$ cat config.mk
export PLATFORM = sky130hd
export DESIGN_NAME = grid_port_arbiter
export DESIGN_NICKNAME = d
export VERILOG_FILES = /design/src/rtl/grid_arb_pkg.sv /design/src/rtl/rr_pick.sv /design/src/rtl/grid_port_arbiter.sv
export SDC_FILE = /design/constraint.sdc
export NUM_CORES = 1
export LEC_CHECK = 0
export BUFFER_PORTS_ARGS = -buffer_cell sky130_fd_sc_hd__buf_2
export CAP_MARGIN = 40
export CORE_AREA = 2 2 81 83
export DETAILED_ROUTE_END_ITERATION = 8
export DIE_AREA = 0 0 83 85
export SLEW_MARGIN = 20
export SYNTH_ARGS = -nofsm -noshare
export SYNTH_HDL_FRONTEND = slang
export SYNTH_SLANG_ARGS = --single-unit
$ cat constraint.sdc
create_clock -name clk -period 3.9 [get_ports clk]
set_input_delay 0.975 -clock clk [delete_from_list [all_inputs] [get_ports clk]]
set_output_delay 0.975 -clock clk [all_outputs]
set_load 0.02 [all_outputs]
$ cat src/rtl/grid_arb_pkg.sv
// Shared types and constants for the placement-grid port arbiter.
package grid_arb_pkg;

  typedef enum logic {
    ARB    = 1'b0,
    LOCKED = 1'b1
  } arb_state_e;

  localparam int GRID_ADDR_W = 12;
  localparam int GRID_DATA_W = 32;
  localparam logic [GRID_DATA_W-1:0] GRID_EMPTY = 32'hFFFFFFFF;

endpackage

$ cat src/rtl/rr_pick.sv
// Combinational one-hot round-robin picker; ptr names the highest-priority requester.
module rr_pick #(
  parameter int N  = 2,
  parameter int PW = $clog2(N)
) (
  input  logic [N-1:0]  req,
  input  logic [PW-1:0] ptr,
  output logic [N-1:0]  gnt
);

  function automatic logic [PW-1:0] idx_of(input logic [PW-1:0] p, input int k);
    int s;
    s = int'(p) + k;
    if (s >= N) s = s - N;
    return s[PW-1:0];
  endfunction

  // Walk from lowest to highest priority so the last hit (closest to ptr) wins.
  always_comb begin
    gnt = '0;
    for (int k = N - 1; k >= 0; k--) begin
      if (req[idx_of(ptr, k)]) begin
        gnt = '0;
        gnt[idx_of(ptr, k)] = 1'b1;
      end
    end
  end

endmodule

$ cat src/rtl/grid_port_arbiter.sv
// Round-robin arbiter sharing one grid RAM port; GRID_ARB_LOCK_EN adds owner lock with timeout.
// Grant is combinational (0 cycles), read data returns 1 cycle later; losers simply hold req.
module grid_port_arbiter
  import grid_arb_pkg::*;
#(
  parameter int NREQ     = 2,
  parameter int ADDR_W   = GRID_ADDR_W,
  parameter int DATA_W   = GRID_DATA_W,
  parameter int LOCK_TMO = 16
) (
  input  logic                     clk,
  input  logic                     reset,
  input  logic [NREQ-1:0]          req,
  input  logic [NREQ-1:0]          req_we,
  input  logic [NREQ-1:0]          req_lock,
  input  logic [NREQ*ADDR_W-1:0]   req_addr,
  input  logic [NREQ*DATA_W-1:0]   req_wdata,
  output logic [NREQ-1:0]          gnt,
  output logic [NREQ-1:0]          rvalid,
  output logic [DATA_W-1:0]        rdata,
  output logic                     mem_re,
  output logic                     mem_we,
  output logic [ADDR_W-1:0]        mem_addr,
  output logic [DATA_W-1:0]        mem_wdata,
  input  logic [DATA_W-1:0]        mem_rdata,
  output logic                     lock_err
);

  localparam int PW = $clog2(NREQ);

  logic [PW-1:0]   ptr_q, ptr_d;
  logic [NREQ-1:0] elig;
  logic [NREQ-1:0] rvalid_q;
  logic [PW-1:0]   gnt_idx;
  logic            gnt_any, gnt_we, gnt_lock;

  function automatic logic [PW-1:0] next_of(input logic [PW-1:0] i);
    return (int'(i) == NREQ - 1) ? '0 : i + 1'b1;
  endfunction

  rr_pick #(.N(NREQ), .PW(PW)) u_pick (
    .req (elig),
    .ptr (ptr_q),
    .gnt (gnt)
  );

  always_comb begin
    gnt_any   = |gnt;
    gnt_idx   = '0;
    gnt_we    = 1'b0;
    gnt_lock  = 1'b0;
    mem_addr  = '0;
    mem_wdata = '0;
    for (int i = 0; i < NREQ; i++) begin
      if (gnt[i]) begin
        gnt_idx   = PW'(i);
        gnt_we    = req_we[i];
        gnt_lock  = req_lock[i];
        mem_addr  = req_addr[i*ADDR_W +: ADDR_W];
        mem_wdata = req_wdata[i*DATA_W +: DATA_W];
      end
    end
  end

  assign mem_re = gnt_any & ~gnt_we;
  assign mem_we = gnt_any & gnt_we;
  assign rvalid = rvalid_q;
  assign rdata  = mem_rdata;

  always_ff @(posedge clk) begin
    if (reset) begin
      ptr_q    <= '0;
      rvalid_q <= '0;
    end else begin
      ptr_q    <= ptr_d;
      rvalid_q <= gnt & ~req_we;
    end
  end

`ifdef GRID_ARB_LOCK_EN
  localparam int IW = $clog2(LOCK_TMO + 1);

  arb_state_e    state_q, state_d;
  logic [PW-1:0] owner_q, owner_d;
  logic [IW-1:0] idle_q, idle_d;
  logic          tmo;

  // While locked only the owner is eligible; everyone else just waits.
  always_comb begin
    elig = req;
    if (state_q == LOCKED) elig = req & (NREQ'(1) << owner_q);
    if (reset) elig = '0;
  end

  always_comb begin
    state_d = state_q;
    owner_d = owner_q;
    idle_d  = idle_q;
    ptr_d   = gnt_any ? next_of(gnt_idx) : ptr_q;
    tmo     = 1'b0;
    case (state_q)
      ARB: begin
        if (gnt_any && gnt_lock) begin
          state_d = LOCKED;
          owner_d = gnt_idx;
          idle_d  = '0;
        end
      end
      LOCKED: begin
        if (gnt_any) begin
          idle_d = '0;
          if (!gnt_lock) state_d = ARB;
        end else if (idle_q >= IW'(LOCK_TMO - 1)) begin
          tmo     = 1'b1;
          state_d = ARB;
          ptr_d   = next_of(owner_q);
          idle_d  = '0;
        end else if (idle_q != IW'(LOCK_TMO)) begin
          idle_d = idle_q + 1'b1;
        end
      end
      default: state_d = ARB;
    endcase
  end

  always_ff @(posedge clk) begin
    if (reset) begin
      state_q <= ARB;
      owner_q <= '0;
      idle_q  <= '0;
    end else begin
      state_q <= state_d;
      owner_q <= owner_d;
      idle_q  <= idle_d;
    end
  end

  assign lock_err = tmo & ~reset;
`else
  logic unused_lock;

  assign elig        = reset ? '0 : req;
  assign ptr_d       = gnt_any ? next_of(gnt_idx) : ptr_q;
  assign lock_err    = 1'b0;
  assign unused_lock = gnt_lock;
`endif

endmodule

Yosys cells after proc, flatten, opt, wreduce, memory -nomap -nowiden:

Index checks and enable logic that the tools add are counted.
Widths: inputs -> output; s select.

* add/subtract/negate cells: 4
* magnitude comparators: 8
* muxes and demuxes: 23
* bitwise gates (word level): 5
* reductions and logical operators: 3

Operator list (count)
* $mux 32: 2
* $mux 12: 2
* $mux 1: 14
* $lt 1x2->1 const B: 4
* $mux 2: 3
* $add 1x1->2 const B: 1
* $and 1x1->1: 2
* $and 2x2->2: 1
* $demux 1 s1: 2
* $ge 1x1->1 const B: 2
* $ge 1x2->1 const B: 1
* $ge 2x2->1 const B: 1
* $logic_and 1x1->1: 2
* $not 2->2: 1
* $reduce_or 2->1: 1
* $sub 1x1->1 const B: 2
* $add 1x1->1 const B: 1
* $not 1->1: 1

* register bits after elaboration: 3
* input port bits: 128
* output and inout bits: 83
* word-level logic and storage cells: 45

Depth between registers and ports, before layout:

Gate-level depths: netlist (run 1).

* depth after elaboration: 16
* depth in mapped cells: 5
* depth with buffers taken out: 3

Modules after synthesis:

Synthesis (run 1) repeated with hierarchy kept, for this count alone.

* cells, all modules: 109
* area, all modules: 928.4 um2

By module, submodules not included
* grid_port_arbiter: times used 1, cells an instance 106, area each 909.6 um2, seq. area each 60.1 um2
* rr_pick: times used 1, cells an instance 3, area each 18.8 um2, seq. area each 0.0 um2

Worst setup path after synthesis (run 1):

Ideal clock, no wire load.

* kind: input to output
* from: input port reset
* to: output port mem_re
* data arrival time: 1.904 ns
* required time: 2.925 ns
* setup slack: 1.021 ns
* cell stages on the path: 3
* path buffers: 2
* cells stage by stage: clkbuf_1 > clkbuf_1 > o31ai_1

* longest elaborated chain between the ends: 9
* elaborated cells between the ends (all ways): 12
* classes of those cells: mux: 9; bitwise: 2; reduce/logical: 1

Ends and longest elaborated chain
* from (decl): RTL line grid_port_arbiter.sv:12 `input logic reset,`
* $mux 2 (*): RTL line grid_port_arbiter.sv:142 `assign elig = reset ? '0 : req;`
* $mux 1 (not written as such) (2 in series): RTL line rr_pick.sv:22 `if (req[idx_of(ptr, k)]) begin`
* $mux 2: RTL line rr_pick.sv:22
* $mux 2 (*): RTL line rr_pick.sv:22
* $mux 1 (2 in series): RTL line grid_port_arbiter.sv:55 `if (gnt[i]) begin`
* $not 1->1: RTL line grid_port_arbiter.sv:65 `assign mem_re = gnt_any & ~gnt_we;`
* $and 1x1->1 (*): RTL line grid_port_arbiter.sv:65
* to (decl): RTL line grid_port_arbiter.sv:21 `output logic mem_re,`

Every way passes the cells marked *; elsewhere a longest branch is shown, timed or not. The select of a mux whose other input is x is not followed.

Worst setup path after layout (run 1):

* from: input port req[0]
* to: output port mem_addr[0]

* longest elaborated chain between the ends: 7
* elaborated cells between the ends (all ways): 9
* classes of those cells: mux: 9

Ends and longest elaborated chain
* from (decl): RTL line grid_port_arbiter.sv:13 `input logic [NREQ-1:0] req,`
* $mux 2 (*): RTL line grid_port_arbiter.sv:142
* $mux 1 (not written as such) (2 in series): RTL line rr_pick.sv:22
* $mux 2: RTL line rr_pick.sv:22
* $mux 2 (*): RTL line rr_pick.sv:22
* $mux 12: RTL line grid_port_arbiter.sv:55
* $mux 12 (*): RTL line grid_port_arbiter.sv:55
* to (decl): RTL line grid_port_arbiter.sv:23 `output logic [ADDR_W-1:0] mem_addr,`

Marked as above.

==> out/results.txt, run 1 <==
status - finished clean
Cell Rows - 29
Clock Sinks - 3
Die Area - 0.00706 mm²
core box area - 0.00620 mm²
number of global-route vias before repair - 1545
crit path time final - 3.29 ns
GPL Wtd Cong - 0.718
drt wl/cell - 13.3 µm
Clock power frac - 27.9%
share of cells above drive strength 1 - 58.8%
Final #Nets - 389
Worst Hold Endpoint - ptr_q
CP peak stage delay - 0.45 ns
CP startpoint kind - input pin
Crit-path slowest cell - nand2b_2
Fin Clk Skew - 0.00290 ns
Layout area overhead - 44.5%
Residual DRC - 0
R2R Setup Slk - 2.51 ns
Data required, critical path - 2.92 ns
dpl cell area - 0.00156 mm²
Initial Utilization - 17.8%
Max Cap Violations - 0
FF-to-FF End - rvalid[1]
Fin. Hold Viols - 0
Die Y - 85 µm
initial drt markers - 30
worst hold stages - 2
slew at the pin closest to its max-slew limit - 0.633 ns
CTS Buf Count - 3
Critical Path, Cell by Cell - buf_2, nand2b_2, buf_4, a32oi_1, nor2_1, buf_2
Final HPWL DP - 3480 µm
TritonCTS clock tree - built
Worst Setup End Kind - primary output
Total Routed Length - 4490 µm
Most common cell on crit path - buf_2
synthesis-stage register bit count - 3
register area share after synthesis - 5.42%
Pwr Density - 209 mW/mm²
Comb power frac - 62.0%
final setup TNS - 0 ns
largest net degree at the start of global routing - 37
die width - 83 µm
Critical Path Fanout Max - 30
count of final setup violators - 0
Resized Gates After CTS - 0
share of power burned in registers - 10.1%
diode count - 0
H-tree lvl count - 1
Mean Syn Cell Area - 6.84 µm²
non-filler cells, final - 337
Clock transition at path regs - 0.03 ns
RSZ-0062 raised after global routing - no
Pleak - 0.000883 µW
commonest cells after routing, fill and taps aside - 143 x buf_2, 49 x nor2_1, 45 x a32oi_1
max frequency - 304 MHz
worst-skew pair later-pin latency - 0.22 ns
Syn Inst Count - 162
library cells used by synthesis - 15
clk buf depth - 2
Tcrit/Tclk final - 84.2%
Max Slew Vio Count - 0
Total GRT Usage - 11.7%
internal power - 187 µW
Root Driver - clkbuf_8
Sw Share - 44.2%
global route overflow - 0
Worst Hold Class - reg -> reg
Peak VDD IR - 0.110 mV
synth warn - 0
first-pass iteration count of the detailed router - 5
Crit path arrival time - 2.31 ns
port bufs - 143
post-DR vias/cell - 4.74
Post-DRT Antenna Nets - 0
I/O pin cnt - 211
cts hold-fix bufs - 0
min-delay src - ptr_q
first-pass GRT wire length - 7130 µm
slew margin rel. - 57.8%
reg2reg start - ptr_q
cells on worst reg2reg path - 3
Net Sw Power - 148 µW
Crit Path Class - in -> out
postcts setup bufs - 0
commonest non-fill, non-tap cell in the layout - buf_2
finished layout cell area - 0.00160 mm²
Synthesized Nets - 290
Placed Cells - 333
synthesized cell area - 0.00111 mm²
antenna violations before repair - 0
DR vias - 1599
## flip-flops by register name, indices dropped and copies added (netlist names)
signal  flops
ptr_q       1
rvalid      2
## power by group through the flow
stage / logic, µW / clock network [µW] / registers (µW)
floorplan: 177 / 0 / 35.1
global placement: 207 / 0 / 34.2
detailed placement: 209 / 0 / 34.2
CTS: 210 / 95.7 / 33.8
global route: 229 / 99.8 / 34.0
finish: 208 / 93.6 / 33.9
## area by class of cell
type,count,area (µm²)
flip-flops and latches,3,60.1
fillers,712,4600
well taps,77,96.3
clock buffers,4,45.0
multi-input cells,104,642
repair buffers,148,753
inverters,1,3.75
## metal layers
layer / track usage, % / vias up / routed length [µm]
met3: 2.43 / 18 / 400
met2: 22.5 / 93 / 2330
met1: 12.6 / 722 / 1680
li1: - / 766 / -
met5: 0 / - / 0
met4: 4.17 / 0 / 79
## synthesized netlist by cell type
cell / instances / area (µm²)
a21boi_4: 1 / 18.8
a32oi_1: 45 / 394
buf_2: 5 / 25.0
buf_4: 34 / 255
buf_6: 9 / 101
clkbuf_1: 6 / 22.5
conb_1: 1 / 3.75
dfxtp_1: 3 / 60.1
inv_1: 1 / 3.75
nand2_1: 4 / 15.0
nand2b_1: 1 / 6.26
nor2_1: 49 / 184
nor3_1: 1 / 5.00
o21ai_0: 1 / 5.00
o31ai_1: 1 / 7.51
## how the worst max path moves through the flow
| stage | endpoint | cells after the start | startpoint | slack [ns] |
|---|---|---|---|---|
| 3_3_place_gp | mem_addr[0] | 6 | req[0] | 0.63 |
| 3_5_place_dp | mem_wdata[29] | 6 | req[0] | 0.61 |
| 5_1_grt | mem_wdata[1] | 6 | req[0] | 0.46 |
| 2_1_floorplan | mem_re | 3 | reset | 1.02 |
| 6_report | mem_addr[0] | 6 | req[0] | 0.61 |
| 4_1_cts | mem_wdata[29] | 6 | req[0] | 0.61 |
## through the flow
| stage | total power, µW | utilization [%] | setup WS (ns) | hold slack, ns |
|---|---|---|---|---|
| final | 335 | 25.8 | 0.614 | 0.590 |
| after global routing | 362 | 25.8 | 0.460 | 0.636 |
| after CTS | 339 | 25.8 | 0.609 | 0.590 |
| after detailed placement | 243 | 25.1 | 0.608 | 0.590 |
| after global placement | 241 | 25.1 | 0.634 | 0.584 |
| after floorplan | 213 | - | 1.02 | 0.562 |
## critical path, delay by kind of cell
| family | cells | cell delay [ns] |
|---|---|---|
| simple gates | 2 | 0.56 |
| buf+inv | 3 | 0.62 |
| compound gates | 1 | 0.14 |
## logic make-up (layout without fill, tap and decap cells)
| group | count (synthesis) | after routing | synth area share, % |
|---|---|---|---|
| buf+inv | 55 | 153 | 36.8 |
| other cells | 1 | 1 | 0.339 |
| compound gates | 48 | 48 | 38.4 |
| simple gates | 55 | 55 | 19.0 |
| flops | 3 | 3 | 5.42 |
Note: power is estimated with default switching activity, not from simulation.
==> run 2: changes to the inputs <==
- CORE_AREA: 2 2 81 83 -> 2 2 82 84
- DIE_AREA: 0 0 83 85 -> 0 0 84 86
- clock period: 3.9 -> 2.7 ns (I/O delays scaled with it)
==> run 2 against run 1 <==
Effect of this change: first-iteration DRC count rose by 20%; worst hold slack improved by 0.011 ns; critical path type unchanged; global-route usage fell by 1.0 points; critical path depth did not move; via count rose by 0.31%; critical endpoint is now mem_wdata[31].
==> out/results.txt, run 2 (synthesis gave the netlist of run 1 again) <==
status - finished clean
GPL Wtd Cong - 0.699
Root Driver - clkbuf_8
die width - 84 µm
Total Routed Length - 4270 µm
max frequency - 424 MHz
worst-skew pair later-pin latency - 0.22 ns
finished layout cell area - 0.00162 mm²
drt wl/cell - 12.6 µm
first-pass iteration count of the detailed router - 4
Crit Path Class - in -> out
Clock Sinks - 3
number of global-route vias before repair - 1512
port bufs - 143
core box area - 0.00628 mm²
Largest register FFs - 2
Die Area - 0.00722 mm²
Residual DRC - 0
Critical Path Fanout Max - 26
postcts setup bufs - 0
DR vias - 1604
cts hold-fix bufs - 0
crit path time final - 2.36 ns
Fin. Hold Viols - 0
Total GRT Usage - 10.7%
Layout area overhead - 46.6%
Die Y - 86 µm
Max Slew Vio Count - 0
Resized Gates After CTS - 0
first-pass GRT wire length - 6690 µm
CP startpoint kind - input pin
dpl cell area - 0.00158 mm²
Cell Rows - 29
Fin Clk Skew - 0.00434 ns
Post-DRT Antenna Nets - 0
commonest cells after routing, fill and taps aside - 143 x buf_2, 49 x nor2_1, 45 x a32oi_1
global route overflow - 0
clk buf depth - 2
Worst Hold Class - reg -> reg
CTS Buf Count - 3
H-tree lvl count - 1
hold_ws - 0.601 ns
Pwr Density - 298 mW/mm²
Final HPWL DP - 3410 µm
post-DR vias/cell - 4.72
Final #Nets - 392
I/O pin cnt - 211
antenna violations before repair - 0
Data required, critical path - 2.03 ns
Initial Utilization - 17.6%
final setup TNS - 0 ns
Max Cap Violations - 0
diode count - 0
TritonCTS clock tree - built
Worst Setup End Kind - primary output
count of final setup violators - 0
share of cells above drive strength 1 - 59.3%
initial drt markers - 36
Clock transition at path regs - 0.03 ns
Peak VDD IR - 0.159 mV
RSZ-0062 raised after global routing - no
Pleak - 0.000897 µW
largest net degree at the start of global routing - 29
commonest non-fill, non-tap cell in the layout - buf_2
Tcrit/Tclk final - 87.3%
Crit path arrival time - 1.68 ns
==> run 2: cell count changes in the layout (fill, tap and decap cells not counted) <==
cell / previous run / this run
buf_4: 5 / 8
==> run 2: cell type report <==
class	instances	area, µm²
Timing Repair Buffer	151	776
Fill cell	717	4650
Sequential cell	3	60.1
Clock buffer	4	45.0
Multi-Input combinational cell	104	642
Tap cell	77	96.3
Inverter	1	3.75
==> run 2: final timing paths <==
kind,to,from,slack [ns],depth (start not counted)
worst max register to register,rvalid[0],ptr_q,1.68,4
worst min register to register,ptr_q,ptr_q,0.60,2
worst max-delay path,mem_wdata[31],req[0],0.34,6
worst min-delay path,ptr_q,ptr_q,0.60,2
==> run 2: worst max-delay path, cell delays in order <==
cell,delay [ns]
buf_2,0.12
a21boi_4,0.17
buf_4,0.29
a32oi_1,0.10
nor2_1,0.14
buf_2,0.18
==> run 2: routing by layer <==
metal | share of wire (%) | wire (µm) | vias to the layer above | GRT usage, %
met5 | 0 | 0 | - | 0
met2 | 51 | 2160 | 88 | 20.1
met3 | 8.2 | 350 | 16 | 2.31
met1 | 38 | 1630 | 730 | 11.4
li1 | - | - | 770 | -
met4 | 3.0 | 127 | 0 | 4.55
==> run 2: power breakdown <==
| part | total (µW) | internal, µW | switching, µW |
|---|---|---|---|
| combinational | 303 | 126 | 177 |
| sequential | 48.9 | 47.0 | 1.89 |
| clock | 133 | 101 | 31.9 |
==> run 2: through the flow <==
stage | instances | total power (µW) | utilization (%) | setup slack (ns)
6_report | 340 | 484 | 25.9 | 0.342
5_1_grt | 340 | 522 | 25.9 | 0.233
4_1_cts | 340 | 490 | 25.9 | 0.331
3_5_place_dp | 336 | 353 | 25.1 | 0.341
3_3_place_gp | 336 | 348 | 25.1 | 0.357
2_1_floorplan | 162 | 307 | - | 0.421
==> run 3: changes to the inputs <==
- RECOVER_POWER: not set -> 50
==> run 3 against run 2 <==
Effect of this change: sequential power about the same; combinational power about the same; critical endpoint is now mem_wdata[26]; register-to-register slack got worse by 0.07 ns; global-route usage unchanged; first-iteration DRC count decreased by 8.3%; clock power about the same; via count decreased by 0.44%; sequential share of layout area about the same; non-clock buffer count unchanged; clock skew about the same; critical path depth unchanged; worst setup slack got worse by 0.13 ns.
==> out/results.txt, run 3 (synthesis gave the netlist of run 1 again) <==
Crit Path Class - in -> out
Critical Path Fanout Max - 20
crit path buf inv count - 3
Post-DRT Antenna Nets - 0
RSZ-0062 raised after global routing - no
Clock Sinks - 3
CP startpoint kind - input pin
Fin. Hold Viols - 0
DR vias - 1597
port bufs - 143
Final HPWL DP - 3410 µm
Crit-path slowest cell - buf_4
R2R Setup Slk - 1.61 ns
Worst Setup End Kind - primary output
Cell Rows - 29
share of cells above drive strength 1 - 57.0%
Die Area - 0.00722 mm²
commonest cells after routing, fill and taps aside - 138 x buf_2, 49 x nor2_1, 45 x a32oi_1
Crit path arrival time - 1.82 ns
clk buf depth - 2
number of global-route vias before repair - 1512
Fin Clk Skew - 0.00432 ns
commonest non-fill, non-tap cell in the layout - buf_2
Residual DRC - 0
GPL Wtd Cong - 0.699
worst hold stages - 2
cts hold-fix bufs - 0
H-tree lvl count - 1
Peak VDD IR - 0.159 mV
largest net degree at the start of global routing - 29
worst-skew pair later-pin latency - 0.22 ns
CP delay by family, top - buffers and inverters
Crit path depth - 6
Final #Nets - 392
Layout area overhead - 45.8%
Tot Pwr - 483 µW
Pleak - 0.000878 µW
Critical Path, Cell by Cell - buf_2, nand2b_1, buf_4, a32oi_1, nor2_1, buf_2
status - finished clean
Die Y - 86 µm
max frequency - 402 MHz
initial drt markers - 33
first-pass iteration count of the detailed router - 4
Data required, critical path - 2.03 ns
diode count - 0
Max Slew Vio Count - 0
Clock transition at path regs - 0.03 ns
Most common cell on crit path - buf_2
core box area - 0.00628 mm²
I/O pin cnt - 211
Resized Gates After CTS - 0
min-delay src - ptr_q
die width - 84 µm
Max Cap Violations - 0
TritonCTS clock tree - built
Tcrit/Tclk final - 92.2%
Pwr Density - 299 mW/mm²
reg2reg start - ptr_q
FF-to-FF End - rvalid[1]
postcts setup bufs - 0
Total GRT Usage - 10.7%
drt wl/cell - 12.6 µm
first-pass GRT wire length - 6690 µm
cells on worst reg2reg path - 3
Total Routed Length - 4280 µm
Largest register FFs - 2
CP peak stage delay - 0.31 ns
post-DR vias/cell - 4.70
fillers - 721
final setup TNS - 0 ns
antenna violations before repair - 0
CTS Buf Count - 3
crit path time final - 2.49 ns
Worst Hold Endpoint - ptr_q
Initial Utilization - 17.6%
count of final setup violators - 0
Worst Hold Class - reg -> reg
Root Driver - clkbuf_8
global route overflow - 0
## run 3: layout make-up
type | count | area, µm² | share of cell area, %
Tap cell | 77 | 96.3 | 5.97
Inverter | 1 | 3.75 | 0.233
Clock buffer | 4 | 45.0 | 2.79
Timing Repair Buffer | 151 | 769 | 47.7
Sequential cell | 3 | 60.1 | 3.72
Multi-Input combinational cell | 104 | 639 | 39.6
## run 3: how the worst max path moves through the flow
stage / startpoint / slack [ns] / endpoint
final: req[0] / 0.21 / mem_wdata[26]
after floorplan: reset / 0.42 / mem_re
after detailed placement: req[0] / 0.34 / mem_wdata[31]
after CTS: req[0] / 0.33 / mem_wdata[31]
after global routing: req[0] / 0.13 / mem_wdata[27]
after global placement: req[0] / 0.36 / mem_wdata[25]
## run 3: power by group
group	internal, µW	switching [µW]	leakage (µW)
registers	47.0	1.92	0.0000247
logic	124	177	0.000831
clock network	101	32.0	0.0000228
total	272	211	0.000878
## run 3: per-stage QoR
stage | hold slack [ns] | area, µm² | cells | setup slack, ns | util [%]
after global placement | 0.583 | 1580 | 336 | 0.357 | 25.1
final | 0.600 | 1610 | 340 | 0.209 | 25.7
after global routing | 0.637 | 1610 | 340 | 0.132 | 25.7
after CTS | 0.601 | 1620 | 340 | 0.331 | 25.9
after detailed placement | 0.598 | 1580 | 336 | 0.341 | 25.1
after floorplan | 0.562 | 1110 | 162 | 0.421 | -
## run 3: per-layer routing
| metal | share of wire, % | global-route usage (%) | vias up |
|---|---|---|---|
| li1 | - | - | 772 |
| met1 | 39 | 11.4 | 721 |
| met2 | 50 | 20.1 | 88 |
| met3 | 8.2 | 2.31 | 16 |
| met4 | 3.0 | 4.55 | 0 |
| met5 | 0 | 0 | - |
## run 3: tightest hold or removal path, stage by stage (launching register included)
cell and delay [ns]:
dfxtp_1 0.34, o21ai_0 0.17, nor2_1 0.04
